$ cat src/rtl/seq_div.sv
// Non-restoring multi-cycle divider, signed or unsigned. One add/sub step per clock.
// Result appears WIDTH+2 edges after accept. A start request while busy is dropped, not queued.
module seq_div #(
    parameter int WIDTH = 32
) (
    input  logic             clk,
    input  logic             rst_n,
    input  logic             start,
    input  logic             is_signed,
    input  logic [WIDTH-1:0] dividend,
    input  logic [WIDTH-1:0] divisor,
    output logic             busy,
    output logic             done,
    output logic [WIDTH-1:0] quotient,
    output logic [WIDTH-1:0] remainder,
    output logic             div_zero,
    output logic             overflow
);

    localparam int CW = $clog2(WIDTH);
    localparam logic [WIDTH-1:0] MIN_VAL = {1'b1, {(WIDTH-1){1'b0}}};

    typedef enum logic [2:0] {S_IDLE, S_PREP, S_ITER, S_FIX, S_DONE} state_t;

    state_t           state_q;
    logic             sgn_q;
    logic [WIDTH-1:0] dvd_q, dvs_q, dabs_q, q_q;
    logic [WIDTH:0]   p_q;
    logic [CW-1:0]    cnt_q;
    logic             sign_q_q, sign_r_q;
    logic             busy_q, done_q, dz_q, ovf_q;
    logic [WIDTH-1:0] quo_q, rem_q;

    logic             dvd_neg, dvs_neg;
    logic [WIDTH-1:0] dvd_mag, dvs_mag;
    logic             sub;
    logic [WIDTH:0]   alu_a, alu_b, p_d;
    logic [WIDTH-1:0] q_d;
    logic [WIDTH-1:0] rmag, quo_d, rem_d;
    logic             dz_d, ovf_d;

    always_comb begin
        dvd_neg = sgn_q & dvd_q[WIDTH-1];
        dvs_neg = sgn_q & dvs_q[WIDTH-1];
        dvd_mag = dvd_neg ? -dvd_q : dvd_q;
        dvs_mag = dvs_neg ? -dvs_q : dvs_q;
    end

    // Same shape as the ALU add/sub stage: invert B and carry in 1 to subtract.
    always_comb begin
        sub   = ~p_q[WIDTH];
        alu_a = {p_q[WIDTH-1:0], q_q[WIDTH-1]};
        alu_b = {1'b0, dabs_q} ^ {(WIDTH+1){sub}};
        p_d   = alu_a + alu_b + {{WIDTH{1'b0}}, sub};
        q_d   = {q_q[WIDTH-2:0], ~p_d[WIDTH]};
    end

    // Final remainder magnitude is below |divisor|, so WIDTH bits are enough.
    always_comb begin
        rmag  = p_q[WIDTH-1:0] + (p_q[WIDTH] ? dabs_q : '0);
        quo_d = sign_q_q ? -q_q : q_q;
        rem_d = sign_r_q ? -rmag : rmag;
        dz_d  = (dvs_q == '0);
        ovf_d = sgn_q & (dvd_q == MIN_VAL) & (dvs_q == '1);
        if (dz_d) begin
            quo_d = '1;
            rem_d = dvd_q;
            ovf_d = 1'b0;
        end else if (ovf_d) begin
            quo_d = MIN_VAL;
            rem_d = '0;
        end
    end

    always_ff @(posedge clk or negedge rst_n) begin
        if (!rst_n) begin
            state_q  <= S_IDLE;
            sgn_q    <= 1'b0;
            dvd_q    <= '0;
            dvs_q    <= '0;
            dabs_q   <= '0;
            q_q      <= '0;
            p_q      <= '0;
            cnt_q    <= '0;
            sign_q_q <= 1'b0;
            sign_r_q <= 1'b0;
            busy_q   <= 1'b0;
            done_q   <= 1'b0;
            dz_q     <= 1'b0;
            ovf_q    <= 1'b0;
            quo_q    <= '0;
            rem_q    <= '0;
        end else begin
            case (state_q)
                S_IDLE: begin
                    if (start) begin
                        sgn_q   <= is_signed;
                        dvd_q   <= dividend;
                        dvs_q   <= divisor;
                        quo_q   <= '0;
                        rem_q   <= '0;
                        dz_q    <= 1'b0;
                        ovf_q   <= 1'b0;
                        busy_q  <= 1'b1;
                        state_q <= S_PREP;
                    end
                end
                S_PREP: begin
                    q_q      <= dvd_mag;
                    dabs_q   <= dvs_mag;
                    p_q      <= '0;
                    cnt_q    <= CW'(WIDTH - 1);
                    sign_q_q <= dvd_neg ^ dvs_neg;
                    sign_r_q <= dvd_neg;
                    state_q  <= S_ITER;
                end
                S_ITER: begin
                    p_q   <= p_d;
                    q_q   <= q_d;
                    cnt_q <= cnt_q - 1'b1;
                    if (cnt_q == '0) begin
                        state_q <= S_FIX;
                    end
                end
                S_FIX: begin
                    quo_q   <= quo_d;
                    rem_q   <= rem_d;
                    dz_q    <= dz_d;
                    ovf_q   <= ovf_d;
                    done_q  <= 1'b1;
                    state_q <= S_DONE;
                end
                S_DONE: begin
                    done_q  <= 1'b0;
                    busy_q  <= 1'b0;
                    state_q <= S_IDLE;
                end
                default: state_q <= S_IDLE;
            endcase
        end
    end

    assign busy      = busy_q;
    assign done      = done_q;
    assign quotient  = quo_q;
    assign remainder = rem_q;
    assign div_zero  = dz_q;
    assign overflow  = ovf_q;

endmodule

$ cat config.mk
export PLATFORM = sky130hd
export DESIGN_NAME = seq_div
export DESIGN_NICKNAME = d
export VERILOG_FILES = /design/src/rtl/seq_div.sv
export SDC_FILE = /design/constraint.sdc
export NUM_CORES = 1
export LEC_CHECK = 0
export ABC_CLOCK_PERIOD_IN_PS = 7000
export BUFFER_PORTS_ARGS = -buffer_cell sky130_fd_sc_hd__buf_2
export CORE_MARGIN = 1.5
export CORE_UTILIZATION = 25
export CTS_BUF_LIST = sky130_fd_sc_hd__clkbuf_8
export DETAILED_ROUTE_END_ITERATION = 12
export SLEW_MARGIN = 15
export SYNTH_ARGS = -nofsm -noshare
export SYNTH_HDL_FRONTEND = slang
export SYNTH_SLANG_ARGS = --single-unit
$ cat constraint.sdc
create_clock -name clk -period 7 [get_ports clk]
set_input_delay 1.4 -clock clk [delete_from_list [all_inputs] [get_ports clk]]
set_output_delay 1.4 -clock clk [all_outputs]
set_load 0.01 [all_outputs]
==> out/summary.txt, run 1 <==
DR WL/cell = 17.6 um
Largest net degree at the start of global routing = 150
Crit path max-delay family = simple AND/OR/NAND/NOR gates
Antenna Nets Post-Route = 0
Hold Slack = 0.482 ns
Fin. Hold Viols = 0
Fmax achieved = 207 MHz
Core Rows = 91
Worst-margin pin slew = 1.10 ns
Commonest non-fill, non-tap cells in the layout = dfrtp_1, o21ai_0, nand2_1, buf_2, a21oi_1
Port Buffer Count = 135
Worst Hold Class = reg -> reg
Clk slew on worst S/H paths = 0.06 ns
DRT Wirelength = 46,700 um
Pins over their slew limit = 0
Main synth FF type = dfrtp_1
Kind of critical path = reg -> reg
Synth-to-Final Area Change = 14.9%
GR Overflow Total = 0
Fill count = 6,589
Final setup violation count = 0
Layout Cells excl Fill = 2,656
Initial antenna violation count = 2
Cell count after placement = 2,577
Most common cell after layout, fill and taps aside = dfrtp_1
#FFs+latches synth = 240
Number of vias per cell = 4.94
Root buf cell = clkbuf_8
Mean Syn Cell Area = 9.32 sq um
Max VDD drop = 0.177 mV
Hold-fix buffers, CTS = 0
Yosys cell types = 73
Hpwl dp = 35,500 um
Total power = 0.00998 W
Starting Density = 0.254
Buf+Inv Stages, Crit Path = 0
Final worst slack = 2.17 ns
Die area = 64,400 sq um
Max-Slew Margin vs Limit = 0.257
Max Root-Sink Buffers = 3
Placer Congestion = 0.866
CORE AREA = 61,900 sq um
DR iter-0 viols = 944
Vias in the first global route = 12.5k
DIE WIDTH = 254 um
Crit-path slowest cell = dfrtp_1
Cell mode on critical path = ha_1
RSZ-0062 raised after global routing = false
All-Layer GR Usage = 0.143
Syn nets = 1,857
Nets@finish = 1,957
Mapped Cells = 1,686
Post-Syn Area = 15,700 sq um
Post-CTS setup buffers = 0
Worst-path maximum fanout = 23
Global-route wire length before repair = 72,500 um
Tcrit/Tclk final = 0.690
Setup TNS Final = 0 ns
Worst EP required = 7.47 ns
CTS tree = done
Final Skew = 0.0305 ns
Status = finished clean
Pre-CTS WS = 2.17 ns
DR vias = 13.1k
Fin crit period = 4.83 ns
Worst Setup End Kind = flip-flop
YS warnings = 0
Critical path arrival = 5.30 ns
H-tree Lvls = 2
Later-pin clock latency in the skew report = 0.61 ns
Pwr dens = 552 nW/um^2
First-pass iteration count of the detailed router = 5
CP startpoint kind = flip-flop
Ratio of cells with drive above 1 in the final layout = 0.183
Sequential-to-total area share from yosys stat = 0.382
Clk sinks = 240
Diode count = 0
Synth async-reset ratio = 1.00
Clock buffer count from CTS = 44
CP cell instances = ha_1 -> ha_1 -> nand4_1 -> nor3_1 -> o21ai_0 -> a31oi_1 -> xnor2_1 -> nor4b_1 -> nand3_1 -> o41ai_1 -> xor2_1 -> o21ai_2
DRC violations left = 0
CP peak stage delay = 0.69 ns
Leakage = 7.99 nW
I/O Pins = 136
Max Cap Viol = 0
Cts repair resizes = 0
Die Y = 254 um
Post-synth EDFFs = 0
-- layer usage --
layer / GRT usage / routed length, um
met5: 0 / 23
met4: 0.0423 / 1060
met3: 0.0263 / 2690
met2: 0.237 / 22000
met1: 0.188 / 21000
-- per-stage QoR --
stage          area (sq um)   util
2_1_floorplan         15700      -
3_3_place_gp          17200  0.277
3_5_place_dp          17200  0.277
6_report              18100  0.292
5_1_grt               18100  0.292
4_1_cts               18100  0.292
-- path summary, 6_finish.rpt --
kind	from	end	slack, ns	depth (start not counted)
setup / recovery	p_q[32]	remainder[30]	2.17	12
hold / removal	div_zero	div_zero	0.48	1
setup reg to reg	p_q[32]	remainder[30]	2.17	12
hold reg to reg	div_zero	div_zero	0.48	1
max in group asynchronous	rst_n	p_q[26]	4.83	2
min in group asynchronous	rst_n	q_q[22]	0.81	1
-- cells in the mapped netlist (16+ instances only) --
cell,n,share of area
inv_1,61,0.015
o31ai_1,32,0.015
clkbuf_1,72,0.017
a21oi_1,114,0.036
nand3_1,27,0.0086
xor2_1,107,0.060
a21o_1,24,0.011
xnor2_1,67,0.037
nor2_1,63,0.015
o41ai_1,16,0.0089
ha_1,101,0.080
nor4_1,16,0.0064
nor3_1,29,0.0092
o21ai_0,188,0.060
nand2_1,153,0.037
o21ai_2,30,0.017
a22oi_1,62,0.030
dfrtp_1,240,0.38
nand4_1,20,0.0080
mux2_2,60,0.043
-- kinds of logic after synthesis --
kind of cell | synth area share
simple gates | 0.126
compound gates | 0.226
xor+xnor | 0.0969
fa+ha+maj | 0.0829
flops | 0.382
buf+inv | 0.0407
mux | 0.0455
-- worst register-to-register path: cells and delay by family, from the launching register on --
family          cells  cell delay [ns]
flops               1             0.69
xor+xnor            2             0.42
simple gates        4             1.49
fa+ha+maj           2             0.83
compound gates      4             1.27
-- registers in the layout, indices dropped and copies added (netlist names) --
| name | cells |
|---|---|
| div_zero | 1 |
| q_q | 32 |
| p_q | 33 |
| cnt_q | 5 |
| dvd_q | 32 |
| done | 1 |
| state_q | 3 |
| quotient | 32 |
| sign_r_q | 1 |
| remainder | 32 |
| overflow | 1 |
| sgn_q | 1 |
| sign_q_q | 1 |
| dabs_q | 32 |
| busy | 1 |
| dvs_q | 32 |
-- cell type report --
cell class                 count  area, sq um  area share
tap                          837         1050      0.0580
inverter                      61          229      0.0127
clock buffer                  59          812      0.0449
sequential                   240         6010       0.332
timing repair buffer         145          773      0.0428
clock inverter                20         98.8     0.00547
multi-input combinational   1294         9100       0.504
-- power by group --
group / leakage (nW) / internal, W / switching, W / total, W
sequential: 3.02 / 0.00201 / 0.000887 / 0.00289
clock: 0.522 / 0.000755 / 0.000626 / 0.00138
combinational: 4.45 / 0.00235 / 0.00336 / 0.00570
(Power assumes the default switching activity.)
==> run 2, diff against run 1 <==
- ABC_CLOCK_PERIOD_IN_PS: 7000 -> 4570
- clock period: 7 -> 4.57 ns (I/O delays scaled with it)
==> out/summary.txt, run 2 (synthesized netlist as in run 1, its figures left out) <==
Later-pin clock latency in the skew report = 0.63 ns (+0.02 ns)
RSZ-0062 raised after global routing = false
Clk sinks = 240 (unchanged)
Switching power total = 0.00747 W (+53%)
Worst R2R Path Depth = 13 (+1)
Die area = 64,400 sq um (unchanged)
Final Skew = 0.0423 ns (+0.0118 ns)
CTS tree = done
Status = finished clean
Worst-path maximum fanout = 14 (-39%)
Max Root-Sink Buffers = 3 (unchanged)
Placer Congestion = 0.908 (+4.9%)
I/O Pins = 136 (unchanged)
Largest net degree at the start of global routing = 100 (-33%)
Port Buffer Count = 135 (unchanged)
CP startpoint kind = flip-flop
Final setup violation count = 0 (unchanged)
Critical path arrival = 4.85 ns (-0.45 ns)
Clock power share = 0.140 (+0.002)
Total power = 0.0155 W (+55%)
DRC violations left = 0 (unchanged)
Initial antenna violation count = 0 (-2)
Vias in the first global route = 12.8k (+2.2%)
Root buf cell = clkbuf_8
Post-CTS setup buffers = 0 (unchanged)
Diode count = 0 (unchanged)
Max VDD drop = 0.276 mV (+56%)
Commonest non-fill, non-tap cells in the layout = dfrtp_1, o21ai_0, nand2_1, buf_2, a21oi_1
R2R setup slack = 0.22 ns (-1.96 ns)
Kind of critical path = reg -> reg
Top reg by flops = p_q
Hpwl dp = 36,300 um (+2.3%)
Leakage = 8.12 nW (+1.6%)
GR Overflow Total = 0 (unchanged)
H-tree Lvls = 2 (unchanged)
Worst Setup End Kind = flip-flop
Fmax achieved = 230 MHz (+11%)
Starting Density = 0.254 (unchanged)
Die Y = 254 um (unchanged)
DR iter-0 viols = 1,030 (+9.1%)
Switching share of power = 0.483 (-0.00541)
Clock buffer count from CTS = 43 (-2.3%)
Antenna Nets Post-Route = 0 (unchanged)
Setup TNS Final = 0 ns (unchanged)
Number of vias per cell = 4.91 (-0.53%)
Global-route wire length before repair = 72,800 um (+0.38%)
Fin. Hold Viols = 0 (unchanged)
DIE WIDTH = 254 um (unchanged)
DRT Wirelength = 46,700 um (about the same)
DR WL/cell = 17.4 um (-0.87%)
Synth-to-Final Area Change = 16.4%
Ratio of cells with drive above 1 in the final layout = 0.195 (+0.0118)
Fin crit period = 4.35 ns (-0.473 ns)
Worst EP required = 5.06 ns (-2.41 ns)
Max-Slew Margin vs Limit = 0.366 (+0.109)
All-Layer GR Usage = 0.143 (+0.000516)
Internal power = 0.00801 W (+57%)
First-pass iteration count of the detailed router = 5 (unchanged)
Tcrit/Tclk final = 0.953 (+0.263)
Pwr dens = 846 nW/um^2 (+53%)
Worst-margin pin slew = 0.951 ns (-0.153 ns)
DR vias = 13.2k (+0.34%)
Fill count = 6,541 (-0.73%)
Pins over their slew limit = 0 (unchanged)
Nets@finish = 1,979 (+1.1%)
Most common cell after layout, fill and taps aside = dfrtp_1
Reg power frac = 0.283 (-0.007)
Core Rows = 91 (unchanged)
CORE AREA = 61,900 sq um (unchanged)
Clk slew on worst S/H paths = 0.07 ns (about the same)
Max Cap Viol = 0 (unchanged)
Share of total power in combinational logic = 0.577 (+0.006)
Largest register FFs = 33 (unchanged)
Worst Hold Class = in -> async
-- run 2: cell types whose count changed in the layout (fill, tap and decap cells not counted), sizes merged --
cell,before,now
clkinv,7,8
inv,74,73
buf,145,168
clkbuf,59,58
bufinv,0,1
-- run 2: timing repair --
action / in CTS / in global routing
endpoints found under the setup margin: 0 / 14
hold buffers: 0 / 0
resized for setup: 0 / 4
-- run 2: area by class of cell --
class | count | area, sq um | share of cell area
timing repair buffer | 168 | 946 | 0.0517
sequential | 240 | 6010 | 0.328
multi-input combinational | 1294 | 9120 | 0.498
clock buffer | 58 | 798 | 0.0436
tap | 837 | 1050 | 0.0572
clock inverter | 21 | 153 | 0.00834
inverter | 61 | 229 | 0.0125
-- run 2: power groups by stage --
| stage | Sequential (W) | Clock [W] | Combinational (W) |
|---|---|---|---|
| after floorplan | 0.00394 | 0 | 0.00666 |
| after global placement | 0.00437 | 0 | 0.00872 |
| after detailed placement | 0.00439 | 0 | 0.00889 |
| after CTS | 0.00437 | 0.00223 | 0.00893 |
| after global routing | 0.00452 | 0.00234 | 0.00996 |
| final | 0.00439 | 0.00217 | 0.00892 |
-- run 2: metal layers --
metal / up-vias / GRT usage / share of wire
met5: - / 0 / 0
met4: 0 / 0.0400 / 0.022
met3: 62 / 0.0240 / 0.052
met2: 325 / 0.240 / 0.47
met1: 6362 / 0.189 / 0.45
li1: 6404 / - / -
-- run 2: path summary, 6_finish.rpt --
kind                       startpoint             to
max                           p_q[32]  remainder[26]
min                             rst_n        q_q[19]
max reg2reg                   p_q[32]  remainder[26]
min reg2reg                  div_zero       div_zero
max in group asynchronous       rst_n       dvd_q[4]
min in group clk             div_zero       div_zero
-- run 2: per-stage QoR --
step | cell area [sq um] | hold WS (ns) | utilization | setup slack (ns) | instances
6_report | 18300 | 0.279 | 0.295 | 0.216 | 2679
5_1_grt | 18300 | 0.360 | 0.295 | 0.00109 | 2679
3_3_place_gp | 17300 | 0.454 | 0.280 | 0.167 | 2600
2_1_floorplan | 15700 | 0.445 | - | 0.137 | 1686
4_1_cts | 18300 | 0.318 | 0.295 | 0.0723 | 2679
3_5_place_dp | 17300 | 0.461 | 0.280 | 0.0399 | 2600
-- run 2: worst max-delay path: stages, from the launching register on --
cell and delay, ns:
dfrtp_2 0.52, ha_1 0.23, ha_1 0.22, fa_1 0.42, a211o_1 0.34, a21o_1 0.24, a31oi_4 0.28, o2111ai_1 0.15
and4b_1 0.24, or4_4 0.44, or3_1 0.49, o41ai_2 0.36, xor2_1 0.23, o21ai_2 0.06
